===== config.mk =====
export PLATFORM = sky130hd
export DESIGN_NAME = memcmd_issuer
export DESIGN_NICKNAME = d
export VERILOG_FILES = /design/src/rtl/memcmd_pkg.sv /design/src/rtl/memcmd_issuer_refresh_timer.sv /design/src/rtl/memcmd_issuer.sv
export SDC_FILE = /design/constraint.sdc
export NUM_CORES = 1
export LEC_CHECK = 0
export CAP_MARGIN = 10
export CORE_MARGIN = 5
export CORE_UTILIZATION = 47
export DETAILED_ROUTE_END_ITERATION = 8
export PLACE_DENSITY = 0.76
export SLEW_MARGIN = 20
export SYNTH_ARGS = -nofsm -noshare
export SYNTH_HDL_FRONTEND = slang
export SYNTH_SLANG_ARGS = --single-unit

===== constraint.sdc =====
create_clock -name clk -period 2.3 [get_ports clk]
set_clock_uncertainty 0.15 [all_clocks]
set_input_delay 0.23 -clock clk [delete_from_list [all_inputs] [get_ports clk]]
set_output_delay 0.23 -clock clk [all_outputs]
set_load 0.1 [all_outputs]

===== src/rtl/memcmd_pkg.sv =====
// Shared types and constants for the single-bank DRAM command issuer.
package memcmd_pkg;

    localparam int unsigned CNTW = 16;

    typedef enum logic [2:0] {
        S_IDLE     = 3'd0,
        S_ACT_WAIT = 3'd1,
        S_CL_WAIT  = 3'd2,
        S_ACTIVE   = 3'd3,
        S_PRE_WAIT = 3'd4,
        S_REF_WAIT = 3'd5
    } state_t;

    // One-hot command word: bit order ACT, RD, WR, PR, REF
    typedef enum logic [4:0] {
        CMD_NONE = 5'b00000,
        CMD_ACT  = 5'b00001,
        CMD_RD   = 5'b00010,
        CMD_WR   = 5'b00100,
        CMD_PR   = 5'b01000,
        CMD_REF  = 5'b10000
    } cmd_t;

    // Down-counters expire at zero, so a wait of N cycles loads N-1.
    function automatic logic [CNTW-1:0] cnt_load(input int unsigned cycles);
        return CNTW'(cycles - 1);
    endfunction

endpackage


===== src/rtl/memcmd_issuer_refresh_timer.sv =====
// Refresh interval counter; raises pending every T_REFI cycles until cleared.
module refresh_timer
    import memcmd_pkg::*;
#(
    parameter int unsigned T_REFI = 7800
) (
    input  logic clk,
    input  logic rst_n,
    input  logic clear,
    output logic pending
);

    logic [CNTW-1:0] refi;
    logic            expire;

    assign expire = (refi == '0);

    always_ff @(posedge clk or negedge rst_n) begin
        if (!rst_n) begin
            refi    <= cnt_load(T_REFI);
            pending <= 1'b0;
        end else begin
            refi <= expire ? cnt_load(T_REFI) : refi - 1'b1;
            // A fresh expiry wins over a clear in the same cycle
            if (expire) begin
                pending <= 1'b1;
            end else if (clear) begin
                pending <= 1'b0;
            end
        end
    end

endmodule


===== src/rtl/memcmd_issuer.sv =====
// Single-bank DRAM command issuer: open-page policy, registered command strobes,
// internal tRCD/tCL/tRP/tRFC waits and periodic refresh.
module memcmd_issuer
    import memcmd_pkg::*;
#(
    parameter int unsigned T_CL   = 17,
    parameter int unsigned T_RCD  = 17,
    parameter int unsigned T_RP   = 17,
    parameter int unsigned T_RFC  = 347,
    parameter int unsigned T_REFI = 7800,
    parameter int unsigned ROWW   = 16,
    parameter int unsigned COLW   = 10
) (
    input  logic            clk,
    input  logic            rst_n,
    input  logic            req_valid,
    output logic            req_ready,
    input  logic            req_we,
    input  logic [ROWW-1:0] req_row,
    input  logic [COLW-1:0] req_col,
    output logic            ACT,
    output logic            RD,
    output logic            WR,
    output logic            PR,
    output logic            REF,
    output logic [ROWW-1:0] cmd_row,
    output logic [COLW-1:0] cmd_col,
    output logic            req_done,
    output logic [2:0]      state
);

    state_t          cur_state, nxt_state;
    cmd_t            cmd, nxt_cmd;
    logic [CNTW-1:0] cnt, nxt_cnt;
    logic [ROWW-1:0] open_row, nxt_open_row;
    logic [COLW-1:0] col, nxt_col;
    logic            done, nxt_done;
    logic            ref_pending;
    logic            row_hit;

    refresh_timer #(
        .T_REFI(T_REFI)
    ) u_refresh_timer (
        .clk    (clk),
        .rst_n  (rst_n),
        .clear  (nxt_cmd == CMD_REF),
        .pending(ref_pending)
    );

    assign row_hit   = (req_row == open_row);
    assign req_ready = (cur_state == S_ACTIVE) && !ref_pending && row_hit;

    always_comb begin
        nxt_state    = cur_state;
        nxt_cmd      = CMD_NONE;
        nxt_cnt      = cnt;
        nxt_open_row = open_row;
        nxt_col      = col;
        nxt_done     = 1'b0;
        case (cur_state)
            S_IDLE: begin
                if (ref_pending) begin
                    nxt_cmd   = CMD_REF;
                    nxt_state = S_REF_WAIT;
                    nxt_cnt   = cnt_load(T_RFC);
                end else if (req_valid) begin
                    nxt_cmd      = CMD_ACT;
                    nxt_open_row = req_row;
                    nxt_state    = S_ACT_WAIT;
                    nxt_cnt      = cnt_load(T_RCD);
                end
            end
            S_ACT_WAIT: begin
                if (cnt == '0) begin
                    nxt_state = S_CL_WAIT;
                    nxt_cnt   = cnt_load(T_CL);
                end else begin
                    nxt_cnt = cnt - 1'b1;
                end
            end
            S_CL_WAIT: begin
                if (cnt == '0) begin
                    nxt_state = S_ACTIVE;
                end else begin
                    nxt_cnt = cnt - 1'b1;
                end
            end
            S_ACTIVE: begin
                // Refresh and row misses both close the page the same way
                if (ref_pending || (req_valid && !row_hit)) begin
                    nxt_cmd   = CMD_PR;
                    nxt_state = S_PRE_WAIT;
                    nxt_cnt   = cnt_load(T_RP);
                end else if (req_valid) begin
                    nxt_cmd  = req_we ? CMD_WR : CMD_RD;
                    nxt_col  = req_col;
                    nxt_done = 1'b1;
                end
            end
            S_PRE_WAIT, S_REF_WAIT: begin
                if (cnt == '0) begin
                    nxt_state = S_IDLE;
                end else begin
                    nxt_cnt = cnt - 1'b1;
                end
            end
            default: nxt_state = S_IDLE;
        endcase
    end

    always_ff @(posedge clk or negedge rst_n) begin
        if (!rst_n) begin
            cur_state <= S_IDLE;
            cmd       <= CMD_NONE;
            cnt       <= '0;
            open_row  <= '0;
            col       <= '0;
            done      <= 1'b0;
        end else begin
            cur_state <= nxt_state;
            cmd       <= nxt_cmd;
            cnt       <= nxt_cnt;
            open_row  <= nxt_open_row;
            col       <= nxt_col;
            done      <= nxt_done;
        end
    end

    assign ACT      = (cmd == CMD_ACT);
    assign RD       = (cmd == CMD_RD);
    assign WR       = (cmd == CMD_WR);
    assign PR       = (cmd == CMD_PR);
    assign REF      = (cmd == CMD_REF);
    assign cmd_row  = open_row;
    assign cmd_col  = col;
    assign req_done = done;
    assign state    = cur_state;

endmodule

# Word level (Yosys, flattened, before mapping)
# Index checks and enable logic that the tools add are counted.
# word_totals
regBits	68
input_bits	30
out_inout_bits	36
word_cells	72
# classes
addsub	2
n_eq_ne	18
mux	25
bitwise	2
reduce_logical	17
# op_table
op	count
two-way mux 16 bit	6
one-hot mux 16 bit (4 select lines)	1
logical NOT 16 bit	2
subtractor 16 x 1 -> 16 bit (second input constant)	2
two-way mux 3 bit	8
equality test 16 bit	1
one-hot mux 3 bit (5 select lines)	1
equality test 5 bit (second input constant)	2
one-hot mux 5 bit (2 select lines)	1
!= test 2 bit (second input constant)	4
equality test 3 x 2 -> 1 bit (second input constant)	2
equality test 3 bit (second input constant)	2
two-way mux 1 bit	6
AND reduction 3 bit	2
equality test 5 x 1 -> 1 bit (second input constant)	1
equality test 5 x 2 -> 1 bit (second input constant)	1
equality test 5 x 3 -> 1 bit (second input constant)	1
equality test 5 x 4 -> 1 bit (second input constant)	1
two-way mux 5 bit	1
AND reduction 5 bit	1
two-way mux 4 bit	1
AND reduction 4 bit	1
nonzero test 4 bit	1
equality test 3 x 1 -> 1 bit (second input constant)	1
10 further kinds	14

# Logic depth before layout (Yosys ltp)
# logic_depth
word_depth	9
depth_mapped	10
mapped_depth_nobuf	8

# Hierarchy
# From an unflattened synthesis, not the netlist that was laid out.
# unflattened
cells_unflattened	331
hier_area_um2	3572.2
# modules_own_cells
module	instances	cells_each	area_per_inst_um2	seq_area_each_um2
memcmd_issuer	1	257	2737.6	1276.2
refresh_timer	1	74	834.6	437.9

# Worst setup path after synthesis
# Ideal clock, no wire load.
# synth_timing
kind	register to output
from	reg cmd[4]
to	out ACT
arrival_time_ns	3.440
t_required_ns	1.920
setup_slack_ns	-1.520
stages_incl_launch_ff	3
n_path_buf	0
cell_sequence	dfrtp_1 > nor2_1 > nor4bb_1
# synth_between
elab_chain_len	1
# synth_rtl
item	line	rtl
start, declared	memcmd_issuer.sv:33	cmd_t cmd, nxt_cmd;
start signal, assigned	memcmd_issuer.sv:121	cmd <= nxt_cmd;
equality test 5 x 1 -> 1 bit	memcmd_issuer.sv:129	assign ACT = (cmd == CMD_ACT);
end, declared	memcmd_issuer.sv:21	output logic ACT,
# No other way between the ends.

# Worst setup path after layout
# layout_timing
from	reg u_refresh_timer.refi[8]
to	reg u_refresh_timer.refi[14]
# layout_between
elab_chain_len	2
word_cells_on_any_way	3
cone_classes	add/sub: 1; mux: 1; reduce/logical: 1
# layout_rtl
item	line	rtl
start, declared	memcmd_issuer_refresh_timer.sv:13	logic [CNTW-1:0] refi;
start signal, assigned	memcmd_issuer_refresh_timer.sv:20	refi <= cnt_load(T_REFI);
start signal, assigned	memcmd_issuer_refresh_timer.sv:23	refi <= expire ? cnt_load(T_REFI) : refi - 1'b1;
subtractor 16 x 1 -> 16 bit / logical NOT 16 bit (equally long branches)	memcmd_issuer_refresh_timer.sv:23, memcmd_issuer_refresh_timer.sv:16	
two-way mux 16 bit *	memcmd_issuer_refresh_timer.sv:23	
# Mark *: on every way between the ends. The rest lies on a longest branch, timed or not.
# A chain may end at the register's enable or synchronous reset.

==> metrics list <==
* Status: complete, but fails checks
* Violated checks: negative setup slack
- VDD IR max: 0.465 mV
- Data arrives at the worst endpoint at 2.54 ns.
- Largest area contributor in the netlist: sky130_fd_sc_hd__dfrtp_1
- Timing would allow up to 413 MHz.
* Detailed router's first-iteration violation count: 89
- Input and output buffers added on the ports amount to 65.
- Ports placed on the boundary: 66
* Register area share after synthesis: 50.2%
* Routed wire length: 8370 um
- Clock tree root buffer cell: sky130_fd_sc_hd__clkbuf_8
- Once routing completed, OpenROAD measured the worst setup slack at -0.121 ns.
* Core footprint: 0.00718 mm^2
* Total leakage power: 0.00223 uW
* Most frequently used flop master after synthesis: sky130_fd_sc_hd__dfrtp_1
- The critical path is of the flop to flop type.
* Worst hold-check path type: input pin to flop
- Along the worst hold path, the cell count comes to 2.
- Num Clock Sinks: 68
- Across the run, the number of max-cap violations was 0.
- The number of placed instances, taps included, is 552.
- The number of slew-limit violations in the final report is 0.
- For flop-to-flop paths, the worst setup slack is -0.12 ns.
- CTS tree: done
- Clock-pin slew was measured on the worst setup and hold paths at 0.07 ns.
- The number of antenna violations at the first check in global routing came to 0.
- At the pin with the least slew margin, the transition time is 0.655 ns.
- Worst-case setup slack after placement: -0.189 ns
- The first global-routing pass estimated 14200 um of wire.
* Die Span Y: 95.3 um
- Of the available clock period, the critical path in the final layout requires 105%.
- In this run the mean area of a mapped cell was 9.38 um^2.
* Setup repair after global routing missed its margin: yes
- Global router's overall resource usage: 20.2%
* Horizontal die dimension: 95.3 um
* Final RePlAce weighted congestion: 0.872
* Number of cells on the worst reg-to-reg path: 5
- Leading cell types by total area after synthesis: sky130_fd_sc_hd__dfrtp_1 (42%), sky130_fd_sc_hd__dfstp_2 (7.7%), sky130_fd_sc_hd__nand2_1 (7.1%)
* Synth Warn #: 0
- Capture endpoint of the worst hold path: cmd[1]$_DFF_PN0_
- Slew HR: 56.3%
* Nets in the synthesized netlist: 397
* Number of hold violations in the final report: 0
* Non-filler instance count after layout: 575
- Via count: 3060
- Peak fanout along the critical path: 4
- Counting flops with a built-in enable in the synthesized netlist gives 0.
- Fraction of final layout cells sized beyond drive strength 1: 33.2%
- The finished cells cover 0.00480 mm^2.
- Initial core utilization: 47.6%
- STA classifies the critical path endpoint as a flop.
- Counting every instance in the synthesized netlist gives 364.
- At the later pin of the worst-skew pair, clock insertion delay measures 0.35 ns.
- Drt pass-1 iters: 4
- Commonest non-fill, non-tap cell in the layout: sky130_fd_sc_hd__buf_4
* Number of buffers between clock root and the deepest sink: 2
* Count of endpoints failing setup in the final report: 7
- After global routing the overflow that remains totals 0.
* Kind of launch point of the worst setup path: flop
- Share of the synthesized area in the top cell type: 42.5%
* Min Clock Period, post-route: 2.42 ns
- After detailed routing, the number of remaining DRC violations is 0.
* Most used cells in the layout excluding fill and tap cells: sky130_fd_sc_hd__buf_4 (70), sky130_fd_sc_hd__nand2_1 (64), sky130_fd_sc_hd__dfrtp_1 (39), sky130_fd_sc_hd__nor2_1 (33), sky130_fd_sc_hd__clkdlybuf4s50_1 (28)
- CTS HTree Levels: 3
- After synthesis, the share of flip-flops with an asynchronous set or reset is 100%.
* Routed wirelength normalized by instance count: 14.5 um
* Req. time, crit path: 2.42 ns
* Per-cell via count in the routed design: 5.32
* Total of flip-flops plus latches after synthesis: 68
- The detail route stage leaves a number of antenna-violating nets equal to 0.
* Critical R2R Capture: u_refresh_timer.refi[14]$_DFF_PN0_
- Entering global routing, the biggest net connects 43 pins.
- The number of global-route vias before repair is 3090.
- Net count reported at finish: 504
* Number of buffers added by the clock tree synthesis step: 9
* Post-Synthesis Cell Area: 0.00342 mm^2
- Number of library cell types mapped by synthesis: 52
* Post-route worst hold slack: 0.303 ns
- In this run the core area contains 31 standard-cell rows.
- Antenna fix cells: 0
- Startpoint of the most critical hold path: req_we
- Post-DP Area: 0.00451 mm^2
- The worst register-to-register path begins at u_refresh_timer.refi[8]$_DFF_PN0_.
* Power density over the cells: 463 mW/mm^2
* Half-perimeter wire length after detailed placement: 6180 um
- Die ar.: 0.00907 mm^2
* Synthesis-to-finish area growth: 40.4%
worst max path at each step:
stage                                       from                                  to  slack (ns)  cells after the start
2_1_floorplan               state[2]$_DFFE_PN0P_                    cmd[1]$_DFF_PN0_       -0.16                      7
3_3_place_gp                         req_row[15]                  cnt[8]$_DFFE_PN0P_       -0.13                      8
3_5_place_dp                          req_row[9]                  cnt[1]$_DFFE_PN0P_       -0.19                      8
4_1_cts        u_refresh_timer.refi[8]$_DFF_PN0_  u_refresh_timer.refi[14]$_DFF_PN0_       -0.12                      5
5_1_grt        u_refresh_timer.refi[8]$_DFF_PN0_  u_refresh_timer.refi[14]$_DFF_PN0_       -0.18                      5
6_report       u_refresh_timer.refi[8]$_DFF_PN0_  u_refresh_timer.refi[14]$_DFF_PN0_       -0.12                      5
metrics by stage:
step                util (%)  setup TNS (ns)  total power, uW
detailed placement      62.9           -3.73             1340
CTS                     65.7          -0.338             2250
global route            66.8          -0.974             2320
global placement        62.9           -2.10             1340
floorplan                  -           -1.29             1250
finish                  66.8          -0.340             2220
state kept, by name (all words and copies together), names as in the netlist:
register,cells
state,3
cmd_row,16
cmd_col,10
cnt,16
req_done,1
u_refresh_timer.pending,1
u_refresh_timer.refi,16
cmd,5
layer usage:
layer  share of wire, %  track usage (%)  vias to the layer above
met5                  0                0                        -
met4               0.82             5.65                        0
met3                6.3             8.29                        7
met2                 49             32.9                       65
met1                 43             24.8                     1502
li1                   -                -                     1486
kinds of logic (layout without fill, tap and decap cells):
kind of cell,after synthesis,after routing,share of synthesized area [%]
mux,11,11,3.59
flops,68,68,50.2
compound gates,65,65,12.1
simple gates,169,169,24.4
xor+xnor,23,23,5.90
fa+ha+maj,3,3,1.10
buf+inv,25,137,2.78
power breakdown:
group	internal (uW)	leakage, uW	total (uW)	switching [uW]
logic	60.8	0.00132	117	56.1
registers	1200	0.000825	1200	3.15
clock network	447	0.0000884	906	459
total	1700	0.00223	2220	518
timing repair:
action | 4_1_cts | 5_1_grt
resized for setup | 1 | 11
endpoints found under the setup margin | 7 | 22
hold buffers | 1 | 0
pin swaps | 5 | 8
buffers inserted | 1 | 5
hold endpoints to repair | 26 | 0
layout make-up:
class                      instances  area [um^2]
tap                               99          124
timing repair buffer             107          952
clock inverter                     4         25.0
fill                             542         2380
inverter                          14         52.6
clock buffer                      12          155
sequential                        68         1750
multi-input combinational        271         1730
critical path, cell delays in order (launching register included):
cell and delay [ns]:
sky130_fd_sc_hd__dfrtp_1 0.38, sky130_fd_sc_hd__or4_4 0.54, sky130_fd_sc_hd__or3_4 0.34, sky130_fd_sc_hd__or4_4 0.46
sky130_fd_sc_hd__or3_4 0.35, sky130_fd_sc_hd__a21oi_2 0.13
synthesized netlist by cell type, types with 3 or more instances:
cell type                   n
sky130_fd_sc_hd__mux2_2    10
sky130_fd_sc_hd__ha_1       3
sky130_fd_sc_hd__nand2_1   65
sky130_fd_sc_hd__inv_1     14
sky130_fd_sc_hd__dfrtp_1   58
sky130_fd_sc_hd__clkbuf_1   9
sky130_fd_sc_hd__nand3_1    9
sky130_fd_sc_hd__xnor2_1   12
sky130_fd_sc_hd__nor2_1    34
sky130_fd_sc_hd__nand3b_1   3
sky130_fd_sc_hd__dfstp_2   10
sky130_fd_sc_hd__o21ai_0   21
sky130_fd_sc_hd__xor2_1    11
sky130_fd_sc_hd__nor3_1    17
sky130_fd_sc_hd__or3_1      3
sky130_fd_sc_hd__a21oi_1   13
sky130_fd_sc_hd__and3_1     3
sky130_fd_sc_hd__nor4_1     6
sky130_fd_sc_hd__o31ai_1   14
sky130_fd_sc_hd__nand2b_1   5
sky130_fd_sc_hd__nor3_2     3
(Power assumes the default switching activity.)
